<file path="src/rtl/ncl_fp_sequencer.sv">
// ncl_fp_sequencer: clocked bridge and watchdog for one four-phase
// dual-rail NCL stage, moving single-rail words over valid/ready.
module ncl_fp_sequencer #(
    parameter int W           = 4,
    parameter int TIMEOUT     = 1023,
    parameter int SYNC_STAGES = 2
) (
    input  logic           clk,
    input  logic           rst,
    input  logic           s_valid,
    output logic           s_ready,
    input  logic [W-1:0]   s_data,
    output logic [2*W-1:0] ncl_in,
    input  logic           ncl_ko,
    input  logic [2*W-1:0] ncl_out,
    output logic           ncl_ki,
    output logic           m_valid,
    input  logic           m_ready,
    output logic [W-1:0]   m_data,
    output logic           busy,
    output logic           err
);
    localparam int CW = $clog2(TIMEOUT + 1);
    localparam logic [CW-1:0] TMO  = CW'(TIMEOUT);
    localparam logic [CW-1:0] CMAX = '1;

    localparam logic [2:0] S_IDLE = 3'd0;
    localparam logic [2:0] S_WD   = 3'd1;
    localparam logic [2:0] S_HOLD = 3'd2;
    localparam logic [2:0] S_WN   = 3'd3;
    localparam logic [2:0] S_ERR  = 3'd4;

    logic [2:0]       state;
    logic [CW-1:0]    cnt;
    logic [CW-1:0]    cnt_nx;
    logic [SYNC_STAGES-1:0] ko_sync;
    logic [2*W-1:0]   out_sync [SYNC_STAGES];
    logic             ko_s;
    logic [2*W-1:0]   out_s;
    logic             out_data;
    logic             out_null;
    logic             illegal;
    logic [W-1:0]     out_val;
    logic [2*W-1:0]   enc;
    logic             wd_done;
    logic             wn_done;
    logic             timed;
    logic             to_err;

    always_ff @(posedge clk) begin
        if (rst) begin
            ko_sync <= '0;
            for (int i = 0; i < SYNC_STAGES; i++)
                out_sync[i] <= '0;
        end else begin
            ko_sync     <= {ko_sync[SYNC_STAGES-2:0], ncl_ko};
            out_sync[0] <= ncl_out;
            for (int i = 1; i < SYNC_STAGES; i++)
                out_sync[i] <= out_sync[i-1];
        end
    end

    assign ko_s  = ko_sync[SYNC_STAGES-1];
    assign out_s = out_sync[SYNC_STAGES-1];

    always_comb begin
        out_data = 1'b1;
        illegal  = 1'b0;
        out_val  = '0;
        enc      = '0;
        for (int i = 0; i < W; i++) begin
            if (out_s[2*i] == out_s[2*i+1])
                out_data = 1'b0;
            if (out_s[2*i] & out_s[2*i+1])
                illegal = 1'b1;
            out_val[i]   = out_s[2*i+1];
            enc[2*i]     = ~s_data[i];
            enc[2*i+1]   = s_data[i];
        end
    end

    assign out_null = (out_s == '0);
    assign cnt_nx   = (cnt == CMAX) ? cnt : cnt + 1'b1;
    assign timed    = (cnt_nx >= TMO);
    assign wd_done  = ~ko_s & out_data;
    assign wn_done  = ko_s & out_null;

    // an illegal pair outranks completion; completion outranks the watchdog
    assign to_err = (state != S_ERR)
                  & (illegal
                  | ((state == S_WD) & ~wd_done & timed)
                  | ((state == S_WN) & ~wn_done & timed));

    assign s_ready = (state == S_IDLE) & ko_s & out_null;
    assign busy    = (state != S_IDLE);

    always_ff @(posedge clk) begin
        if (rst) begin
            state   <= S_IDLE;
            ncl_in  <= '0;
            ncl_ki  <= 1'b1;
            m_valid <= 1'b0;
            m_data  <= '0;
            err     <= 1'b0;
            cnt     <= '0;
        end else if (to_err) begin
            state   <= S_ERR;
            ncl_in  <= '0;
            ncl_ki  <= 1'b1;
            m_valid <= 1'b0;
            err     <= 1'b1;
        end else begin
            unique case (state)
                S_IDLE: begin
                    if (s_valid && s_ready) begin
                        ncl_in <= enc;
                        cnt    <= '0;
                        state  <= S_WD;
                    end
                end
                S_WD: begin
                    cnt <= cnt_nx;
                    if (wd_done) begin
                        m_data  <= out_val;
                        m_valid <= 1'b1;
                        state   <= S_HOLD;
                    end
                end
                S_HOLD: begin
                    if (m_ready) begin
                        m_valid <= 1'b0;
                        ncl_ki  <= 1'b0;
                        ncl_in  <= '0;
                        cnt     <= '0;
                        state   <= S_WN;
                    end
                end
                S_WN: begin
                    cnt <= cnt_nx;
                    if (wn_done) begin
                        ncl_ki <= 1'b1;
                        state  <= S_IDLE;
                    end
                end
                default: begin
                end
            endcase
        end
    end
endmodule

</file>
<file path="config.mk">
export PLATFORM = sky130hd
export DESIGN_NAME = ncl_fp_sequencer
export DESIGN_NICKNAME = d
export VERILOG_FILES = /design/src/rtl/ncl_fp_sequencer.sv
export SDC_FILE = /design/constraint.sdc
export NUM_CORES = 1
export LEC_CHECK = 0
export ABC_AREA = 0
export BUFFER_PORTS_ARGS = -buffer_cell sky130_fd_sc_hd__buf_2
export CORE_ASPECT_RATIO = 0.5
export CORE_MARGIN = 4
export CORE_UTILIZATION = 30
export CTS_CLUSTER_DIAMETER = 120
export DETAILED_ROUTE_END_ITERATION = 8
export SYNTH_ARGS = -nofsm -noshare
export SYNTH_HDL_FRONTEND = slang
export SYNTH_SLANG_ARGS = --single-unit
</file>
<file path="constraint.sdc">
create_clock -name clk -period 2.98 [get_ports clk]
set_clock_uncertainty 0.1 [all_clocks]
set_input_delay 0.298 -clock clk [delete_from_list [all_inputs] [get_ports clk]]
set_output_delay 0.298 -clock clk [all_outputs]
set_load 0.02 [all_outputs]
</file>
==> results of run 1 <==
## per-layer routing
| metal | part of all wire [%] | vias to the layer above |
|---|---|---|
| met5 | 0 | - |
| met4 | 1.1 | 0 |
| met3 | 5.3 | 8 |
| met2 | 43 | 41 |
| met1 | 50 | 806 |
| li1 | - | 889 |
## placed cells by master, fill, tap and decap left out, types with 4 or more instances in the layout
cell       netlist  final
nor2_1          13     13
o21ai_0         14     14
or4_1            4      4
buf_2            3     33
mux2i_1          5      5
a221oi_1         5      5
inv_1           13     13
nand3_1         10     10
a21oi_1          7      7
ha_1             9      9
nor2b_1         20     20
nand2_1         19     19
a31oi_1          4      4
clkbuf_16        0      5
dfxtp_1         46     46
nand4_1          5      5
and3_1           9      9
## flip-flops by register name (all words and copies together), names as in the netlist
| name | count |
|---|---|
| cnt | 10 |
| err | 1 |
| ko_sync | 2 |
| m_data | 4 |
| m_valid | 1 |
| ncl_in | 8 |
| ncl_ki | 1 |
| out_sync | 16 |
| state | 3 |
## layout make-up
| class | instances | area [µm²] | area share [%] |
|---|---|---|---|
| multi-input cells | 160 | 1082 | 43.60 |
| inverters | 13 | 48.80 | 1.966 |
| repair buffers | 34 | 172.7 | 6.956 |
| clock inverters | 2 | 13.76 | 0.5544 |
| flip-flops and latches | 46 | 920.9 | 37.10 |
| clock buffers | 6 | 128.9 | 5.192 |
| well taps | 92 | 115.1 | 4.637 |
## stage by stage
step	area, µm²	hold WS (ns)	instances	util (%)
final	2482	0.1180	353	36.90
after global routing	2482	0.1198	353	36.90
after CTS	2482	0.1150	353	36.90
after detailed placement	2340	0.3218	345	34.78
after global placement	2340	0.3199	345	34.78
after floorplan	2097	0.3138	230	-
## kinds of logic after synthesis
kind of cell    after synthesis  share of synthesized area [%]
fa+ha+maj                     9                          5.370
xor+xnor                      2                         0.8355
flops                        46                          43.91
mux                           5                          2.387
simple gates                 96                          27.03
compound gates               48                          15.99
buf+inv                      24                          4.475
## power breakdown
| part | internal (W) | switching [W] | total, W |
|---|---|---|---|
| Sequential | 0.000629 | 0.00000680 | 0.000636 |
| Clock | 0.000311 | 0.000229 | 0.000540 |
| Combinational | 0.0000270 | 0.0000390 | 0.0000660 |
## final timing paths
kind                                  from        endpoint  cells after the start
worst max register to register      cnt[2]          cnt[6]                      6
worst max-delay path                cnt[2]          cnt[6]                      6
worst min-delay path            ncl_out[5]  out_sync[0][5]                      2
worst min register to register  ko_sync[0]      ko_sync[1]                      1
==> reports/results.tsv, run 1 <==
stage	metric	value	unit
logic_synthesis	Avg Cell Area, Syn	9.117	µm²
hold_path	Worst Hold Class	in -> reg	
timing	Final Hold Fails	0	
global_routing	vias in the first global route	1600	
logic_synthesis	Post-synth top cells	dfxtp_1, nor2b_1, nand2_1, o21ai_0	
worst_setup_path	Critical Path End Type	flip-flop	
layout	diode count	0	
logic_synthesis	count leader, synth	dfxtp_1	
logic_synthesis	top cell type's share of synthesized area	43.91	%
layout	Fillers	705	
clock_tree	Root Buffer	clkbuf_16	
timing	Setup violations, final	0	
timing	Slew Limit Fails	0	
global_routing	M2 GR Usage	17.79	%
timing	final worst path period share	82.51	%
global_routing	grt ovf	0	
clock_tree	post-CTS setup buffers	0	
logic_synthesis	area leader, netlist	dfxtp_1	
logic_synthesis	ys async rst share	0	%
timing	Tmin final	2.459	ns
clock_tree	CTS sink count	46	
worst_setup_path	crit path DAT	2.49	ns
layout	share of cells above drive strength 1	18.39	%
worst_setup_path	flop2flop setup slack	0.52	ns
worst_setup_path	required time of the worst setup path	3.01	ns
timing	Rel. slew slack	55.10	%
global_routing	initial antenna violation count	0	
logic_synthesis	Seq/Total Area, Yosys	43.91	%
global_routing	GR peak layer	met2	
drt	DRT iter0 DRCs	63	
timing	slew at the pin closest to its max-slew limit	0.6735	ns
placed_design	dpl hpwl	3440	µm
drt	ANT nets after route	0	
timing	maximum clock frequency	406.7	MHz
worst_setup_path	worst path cell trace	and4_4 -> nand4_4 -> o32a_1 -> or4_4 -> a41oi_2 -> a211oi_1	
power_and_ir_drop	total power draw	0.001242	W
global_routing	largest net degree at the start of global routing	39	
timing	setup ws final	0.5211	ns
timing	Setup TNS	0	ns
global_routing	M1 GR Usage	14.80	%
worst_setup_path	Crit Path Max Fanout	12	
drt	final wirelength	4656	µm
logic_synthesis	EDFF count, synth	0	
placed_design	number of buffers added on ports	33	
floorplanning	initial core utilization	31.18	%
drt	routed vias/inst	4.941	
placed_design	DP Worst Slack	0.5413	ns
worst_setup_path	Startpoint Class	flip-flop	
global_routing	met3 GRT Util	3.042	%
floorplanning	Die ar.	0.008473	mm²
timing	RSZ-0062 raised after global routing	no	
global_routing	Total GRT Usage	11.19	%
clock_tree	worst skew pair latency	0.29	ns
clock_tree	hold_buf cts	0	
logic_synthesis	cell area after synthesis	0.002097	mm²
run_status	outcome	finished clean	
floorplanning	# rows	21	
floorplanning	Die X	126.2	µm
worst_setup_path	slowest stage delay, CP	0.62	ns
floorplanning	I/O pin count	34	
logic_synthesis	Synth cell types	46	
clock_tree	Clock Tree Buf Depth	2	
power_and_ir_drop	maximum vdd ir drop	0.1952	mV
logic_synthesis	Syn Inst Count	230	
clock_tree	post-cts gate resize count	0	
clock_tree	CTS tree	built	
drt	drt drc	0	
logic_synthesis	Synth Register Bits	46	
worst_setup_path	worst path bufs/invs	0	
worst_setup_path	WS Path Type	reg -> reg	
global_routing	global-route wire length before repair	7659	µm
drt	routed via count	1744	
logic_synthesis	yosys warns	0	
worst_setup_path	delay-heaviest family, CP	simple AND/OR/NAND/NOR gates	
floorplanning	CORE AREA	0.006726	mm²
worst_setup_path	slowest CP cell	or4_4	
drt	routed length per instance	13.19	µm
placed_design	GP Congestion	0.8798	
clock_tree	CTS Buf Count	5	
layout	area grow syn2layout	18.38	%
drt	DRT Pass-1 Iters	4	
layout	Layout Nets	286	
floorplanning	Die H	67.12	µm
power_and_ir_drop	leakage power	1.008	nW
logic_synthesis	Mapped Nets	256	
flow_run	maxcap violations	0	
clock_tree	H-Tree Depth	2	
logic_synthesis	Top FF cell, synth	dfxtp_1	
clock_tree	Reg clk slew, reported paths	0.06	ns
power_and_ir_drop	ratio of total power to cell area	500.4	mW/mm²
logic_synthesis	top cells by area, synth	dfxtp_1, nor2b_1, ha_1	
Note: power is estimated with default switching activity, not from simulation.
==> run 2: changes to the inputs <==
==> constraint.sdc (replaced) <==
create_clock -name clk -period 2.02 [get_ports clk]
set_clock_uncertainty 0.1 [all_clocks]
set_input_delay 0.202 -clock clk [delete_from_list [all_inputs] [get_ports clk]]
set_output_delay 0.202 -clock clk [all_outputs]
set_load 0.02 [all_outputs]
==> reports/results.tsv, run 2 (synthesis results as in run 1) <==
stage	metric	value	unit
run_status	outcome	finished with violations	
run_status	failing checks	setup timing	
layout	diode count	0	
timing	maximum clock frequency	463.8	MHz
floorplanning	Die X	126.2	µm
global_routing	Total GRT Usage	13.86	%
floorplanning	initial core utilization	31.18	%
power_and_ir_drop	Sequential Power Share	46.6	%
worst_setup_path	required time of the worst setup path	2.07	ns
placed_design	dpl hpwl	4078	µm
global_routing	vias in the first global route	1948	
drt	routed length per instance	14.26	µm
placed_design	DP Worst Slack	-0.1869	ns
clock_tree	Root Buffer	clkbuf_16	
worst_setup_path	WS Path Type	reg -> reg	
floorplanning	CORE AREA	0.006726	mm²
hold_path	WHS Path Cells	2	
power_and_ir_drop	total power draw	0.002012	W
layout	Fillers	668	
power_and_ir_drop	Internal	0.001574	W
worst_setup_path	Startpoint Class	flip-flop	
placed_design	number of buffers added on ports	33	
power_and_ir_drop	clock share of power	46.7	%
global_routing	grt ovf	0	
clock_tree	worst skew pair latency	0.29	ns
layout	Non-Filler Instances	395	
global_routing	initial antenna violation count	0	
worst_setup_path	r2r endpoint	ncl_in[3]	
timing	RSZ-0062 raised after global routing	yes	
layout	register with the most flip-flops	out_sync	
timing	Tmin final	2.156	ns
floorplanning	Die H	67.12	µm
global_routing	largest net degree at the start of global routing	23	
worst_setup_path	Critical Path End Type	flip-flop	
floorplanning	I/O pin count	34	
layout	most frequent cells in the layout	buf_4, buf_2, dfxtp_1, nor2b_1, nand2_1	
clock_tree	hold_buf cts	0	
placed_design	Cell Count Post-Placement	381	
clock_tree	Clock Tree Buf Depth	2	
power_and_ir_drop	sw frac	21.80	%
global_routing	global-route wire length before repair	9349	µm
worst_setup_path	slowest CP cell	or4_4	
worst_setup_path	Crit Path Max Fanout	7	
worst_setup_path	slowest stage delay, CP	0.62	ns
placed_design	GP Congestion	0.8852	
drt	drt drc	0	
flow_run	maxcap violations	0	
hold_path	hold endpoint	out_sync[0][2]	
timing	Slew Limit Fails	0	
worst_setup_path	flop2flop setup slack	-0.14	ns
drt	routed vias/inst	4.934	
worst_setup_path	worst path cell trace	inv_2 -> ha_4 -> nand4b_1 -> nor3b_2 -> nand3b_1 -> or4_4 -> nand2b_4 -> a221oi_2	
layout	leading cell type in the layout, fill and taps excluded	buf_4	
drt	ANT nets after route	0	
drt	DRT Pass-1 Iters	4	
drt	routed via count	1949	
clock_tree	CTS Buf Count	5	
layout	Util after Layout	45.57	%
worst_setup_path	reg-to-reg startpoint	out_sync[0][11]	
hold_path	Worst Hold Class	in -> reg	
drt	final wirelength	5631	µm
clock_tree	Reg clk slew, reported paths	0.06	ns
timing	Setup violations, final	21	
floorplanning	Die ar.	0.008473	mm²
power_and_ir_drop	Gate power share	6.8	%
power_and_ir_drop	maximum vdd ir drop	0.4530	mV
power_and_ir_drop	switching power	0.0004386	W
worst_setup_path	crit path DAT	2.21	ns
clock_tree	H-Tree Depth	2	
worst_setup_path	FF-to-FF path depth	8	
clock_tree	CTS tree	built	
power_and_ir_drop	leakage power	1.276	nW
power_and_ir_drop	ratio of total power to cell area	656.4	mW/mm²
timing	Hold Slack	0.01727	ns
layout	Layout Nets	328	
drt	DRT iter0 DRCs	83	
timing	slew at the pin closest to its max-slew limit	0.4890	ns
layout	max reg flops	16	
layout	area grow syn2layout	46.18	%
timing	Rel. slew slack	67.40	%
timing	final worst path period share	106.7	%
layout	Regs by FF count	out_sync x16, cnt x10, ncl_in x8	
hold_path	min-delay src	ncl_out[2]	
layout	share of cells above drive strength 1	46.86	%
timing	Final Hold Fails	0	
timing	setup ws final	-0.1359	ns
clock_tree	CTS sink count	46	
floorplanning	# rows	21	
-- run 2: cell types whose count changed in the layout (fill, tap and decap cells not counted), moves of 5 or more --
cell      previous run  this run
inv_2                0         6
dfxtp_1             46        31
inv_1               13         7
buf_4                1        40
dfxtp_2              0        13
ha_4                 0         6
a221oi_1             5         0
ha_1                 9         3
a221oi_2             0         5
-- run 2: repair_timing --
action                                  4_1_cts  5_1_grt
resized for setup                            44       16
buffers inserted                              7        0
pin swaps                                    28        3
endpoints found under the setup margin       28       28
-- run 2: layout make-up --
| class | instances | area [µm²] | share of cell area (%) |
|---|---|---|---|
| sequential | 46 | 944.7 | 30.82 |
| clock buffer | 5 | 125.1 | 4.082 |
| inverter | 13 | 48.80 | 1.592 |
| multi-input combinational | 160 | 1289 | 42.04 |
| clock inverter | 3 | 43.79 | 1.429 |
| tap | 92 | 115.1 | 3.755 |
| timing repair buffer | 76 | 499.2 | 16.29 |
-- run 2: through the flow --
step	setup TNS, ns	area (µm²)
finish	-1.892	3065
global placement	-2.606	2630
floorplan	-0.1858	2125
global route	-3.805	3065
detailed placement	-3.557	2630
CTS	-1.252	3019
-- run 2: how the worst max path moves through the flow --
stage	from	to	slack, ns	cells past startpoint
6_report	out_sync[0][11]	ncl_in[3]	-0.14	8
3_5_place_dp	out_sync[0][13]	cnt[9]	-0.19	7
3_3_place_gp	out_sync[0][13]	cnt[9]	-0.17	7
4_1_cts	out_sync[0][11]	ncl_in[3]	-0.11	8
2_1_floorplan	cnt[0]	cnt[8]	-0.05	7
5_1_grt	out_sync[0][11]	ncl_in[3]	-0.21	8
-- run 2: routing by layer --
layer | part of all wire (%) | track usage, % | vias up | wire length, µm
met5 | 0 | 0 | - | 0
met4 | 1.0 | 4.412 | 0 | 59
met3 | 3.3 | 3.283 | 8 | 188
met2 | 47 | 23.88 | 34 | 2619
met1 | 49 | 17.44 | 937 | 2765
li1 | - | - | 970 | -
-- run 2: power groups by stage --
stage	logic, W	registers (W)	clock network, W
after global routing	0.000152	0.000939	0.000996
after CTS	0.000131	0.000936	0.000960
after global placement	0.000110	0.000956	0
after detailed placement	0.000113	0.000957	0
final	0.000136	0.000937	0.000939
after floorplan	0.0000618	0.000958	0
-- run 2: worst max-delay path: cells and delay by family (launching register included) --
family	cells	cell delay, ns
AND/OR/NAND/NOR	5	1.22
flip-flops	1	0.34
adder cells (fa/ha/maj)	1	0.23
AO/OA/AOI/OAI	1	0.08
buffers and inverters	1	0.05
==> run 3: changes to the inputs <==
--- a/config.mk
+++ b/config.mk
@@ -6,10 +6,11 @@
 export NUM_CORES = 1
 export LEC_CHECK = 0
 export ABC_AREA = 0
-export BUFFER_PORTS_ARGS = -buffer_cell sky130_fd_sc_hd__buf_2
+export BUFFER_PORTS_ARGS = -buffer_cell sky130_fd_sc_hd__buf_4
 export CORE_ASPECT_RATIO = 0.5
 export CORE_MARGIN = 4
 export CORE_UTILIZATION = 30
+export CTS_BUF_LIST = sky130_fd_sc_hd__clkbuf_4 sky130_fd_sc_hd__clkbuf_8
 export CTS_CLUSTER_DIAMETER = 120
 export DETAILED_ROUTE_END_ITERATION = 8
 export SYNTH_ARGS = -nofsm -noshare
==> reports/results.tsv, run 3 (synthesis results as in run 1) <==
stage	metric	value	unit
global_routing	initial antenna violation count	0	
timing	RSZ-0062 raised after global routing	yes	
worst_setup_path	r2r endpoint	cnt[8]	
drt	ANT nets after route	0	
timing	maximum clock frequency	458.8	MHz
layout	area grow syn2layout	47.37	%
global_routing	largest net degree at the start of global routing	39	
global_routing	vias in the first global route	1851	
timing	final worst path period share	107.9	%
hold_path	Worst Hold Class	in -> reg	
placed_design	dpl hpwl	3789	µm
hold_path	WHS Path Cells	2	
timing	Final Hold Fails	0	
placed_design	GP Congestion	0.8298	
clock_tree	CTS tree	built	
worst_setup_path	Critical Path End Type	flip-flop	
worst_setup_path	flop2flop setup slack	-0.16	ns
clock_tree	CTS sink count	46	
drt	M1 WL	2555	µm
clock_tree	Root Buffer	clkbuf_8	
worst_setup_path	required time of the worst setup path	2.10	ns
floorplanning	Die ar.	0.008473	mm²
clock_tree	Clock Tree Buf Depth	2	
drt	DRT iter0 DRCs	78	
flow_run	maxcap violations	0	
floorplanning	CORE AREA	0.006726	mm²
hold_path	min-delay src	ncl_out[4]	
layout	register area	947.2	µm²
run_status	failing checks	setup timing	
floorplanning	# rows	21	
placed_design	number of buffers added on ports	33	
worst_setup_path	Crit Path Max Fanout	5	
drt	routed vias/inst	4.934	
layout	Fillers	654	
layout	Regs by FF count	out_sync x16, cnt x10, ncl_in x8	
clock_tree	worst skew pair latency	0.30	ns
drt	Routed met2 length	2573	µm
drt	met3 wire len	258	µm
power_and_ir_drop	maximum vdd ir drop	0.2867	mV
clock_tree	CTS Buf Count	5	
power_and_ir_drop	ratio of total power to cell area	570.7	mW/mm²
timing	Slew Limit Fails	0	
layout	register with the most flip-flops	out_sync	
floorplanning	Die H	67.12	µm
drt	drt drc	0	
placed_design	DP Worst Slack	-0.2388	ns
layout	most frequent cells in the layout	buf_4, dfxtp_1, nor2b_1, nand2_1, o21ai_0	
worst_setup_path	reg-to-reg startpoint	cnt[1]	
timing	Rel. slew slack	69.83	%
worst_setup_path	crit path DAT	2.26	ns
timing	Setup violations, final	23	
global_routing	global-route wire length before repair	8997	µm
drt	routed length per instance	13.85	µm
run_status	outcome	finished with violations	
floorplanning	Die X	126.2	µm
layout	diode count	0	
clock_tree	Reg clk slew, reported paths	0.09	ns
drt	DRT Pass-1 Iters	4	
timing	slew at the pin closest to its max-slew limit	0.4525	ns
drt	final wirelength	5415	µm
layout	max reg flops	16	
floorplanning	I/O pin count	34	
timing	Tmin final	2.180	ns
global_routing	Total GRT Usage	13.28	%
floorplanning	initial core utilization	31.18	%
layout	leading cell type in the layout, fill and taps excluded	buf_4	
layout	Multi-input gate area	0.001295	mm²
layout	share of cells above drive strength 1	45.15	%
hold_path	hold endpoint	out_sync[0][4]	
clock_tree	H-Tree Depth	2	
drt	routed via count	1929	
drt	DR top layer	met4	
worst_setup_path	FF-to-FF path depth	7	
timing	Hold Slack	0.009633	ns
timing	setup ws final	-0.1598	ns
worst_setup_path	Startpoint Class	flip-flop	
global_routing	grt ovf	0	
layout	Layout Nets	324	
power_and_ir_drop	leakage power	1.248	nW
worst_setup_path	WS Path Type	reg -> reg	
==> run 3: layout make-up <==
type,count,share of cell area [%]
Clock buffer,5,2.227
Clock inverter,3,1.296
Inverter,13,1.579
Multi-Input combinational cell,160,41.90
Sequential cell,46,30.65
Tap cell,92,3.725
Timing Repair Buffer,72,18.62
==> run 3: timing repair <==
action,in CTS,in global routing
hold buffers,1,0
buffers inserted,2,7
endpoints found under the hold margin,1,0
pin swaps,20,13
gates resized for setup,40,19
endpoints found under the setup margin,24,28
==> run 3: worst max path at each step <==
stage            from        end  slack, ns
2_1_floorplan  cnt[0]     cnt[8]      -0.05
3_3_place_gp   cnt[9]  ncl_in[1]      -0.24
3_5_place_dp   cnt[9]     cnt[8]      -0.24
4_1_cts        cnt[1]  ncl_in[3]      -0.14
5_1_grt        cnt[0]     cnt[8]      -0.22
6_report       cnt[1]     cnt[8]      -0.16
==> run 3: where the power goes <==
group,switching [W],internal (W),leakage (nW)
logic,0.0000748,0.0000718,0.807
clock network,0.000320,0.000364,0.0579
registers,0.00000871,0.000924,0.382
==> run 3: layer usage <==
metal / up-vias / GRT usage [%]
met3: 3 / 3.683
met1: 920 / 17.25
met5: - / 0
met2: 49 / 21.96
li1: 957 / -
met4: 0 / 3.743
==> run 3: through the flow <==
step / setup TNS (ns) / instance area [µm²] / total power [W] / instances / utilization, %
finish: -2.352 / 3090 / 0.001764 / 391 / 45.94
global route: -4.024 / 3090 / 0.001838 / 391 / 45.94
CTS: -1.820 / 2964 / 0.001781 / 384 / 44.07
detailed placement: -4.266 / 2665 / 0.001079 / 373 / 39.62
global placement: -4.070 / 2665 / 0.001076 / 373 / 39.62
floorplan: -0.1858 / 2125 / 0.001020 / 230 / -
==> run 3: critical path, cell delays in order, from the launching register on <==
cell      delay (ns)
dfxtp_4         0.38
and2_1          0.18
a41oi_1         0.13
a211o_1         0.36
buf_4           0.16
or4_4           0.49
a41oi_2         0.19
a211oi_2        0.06
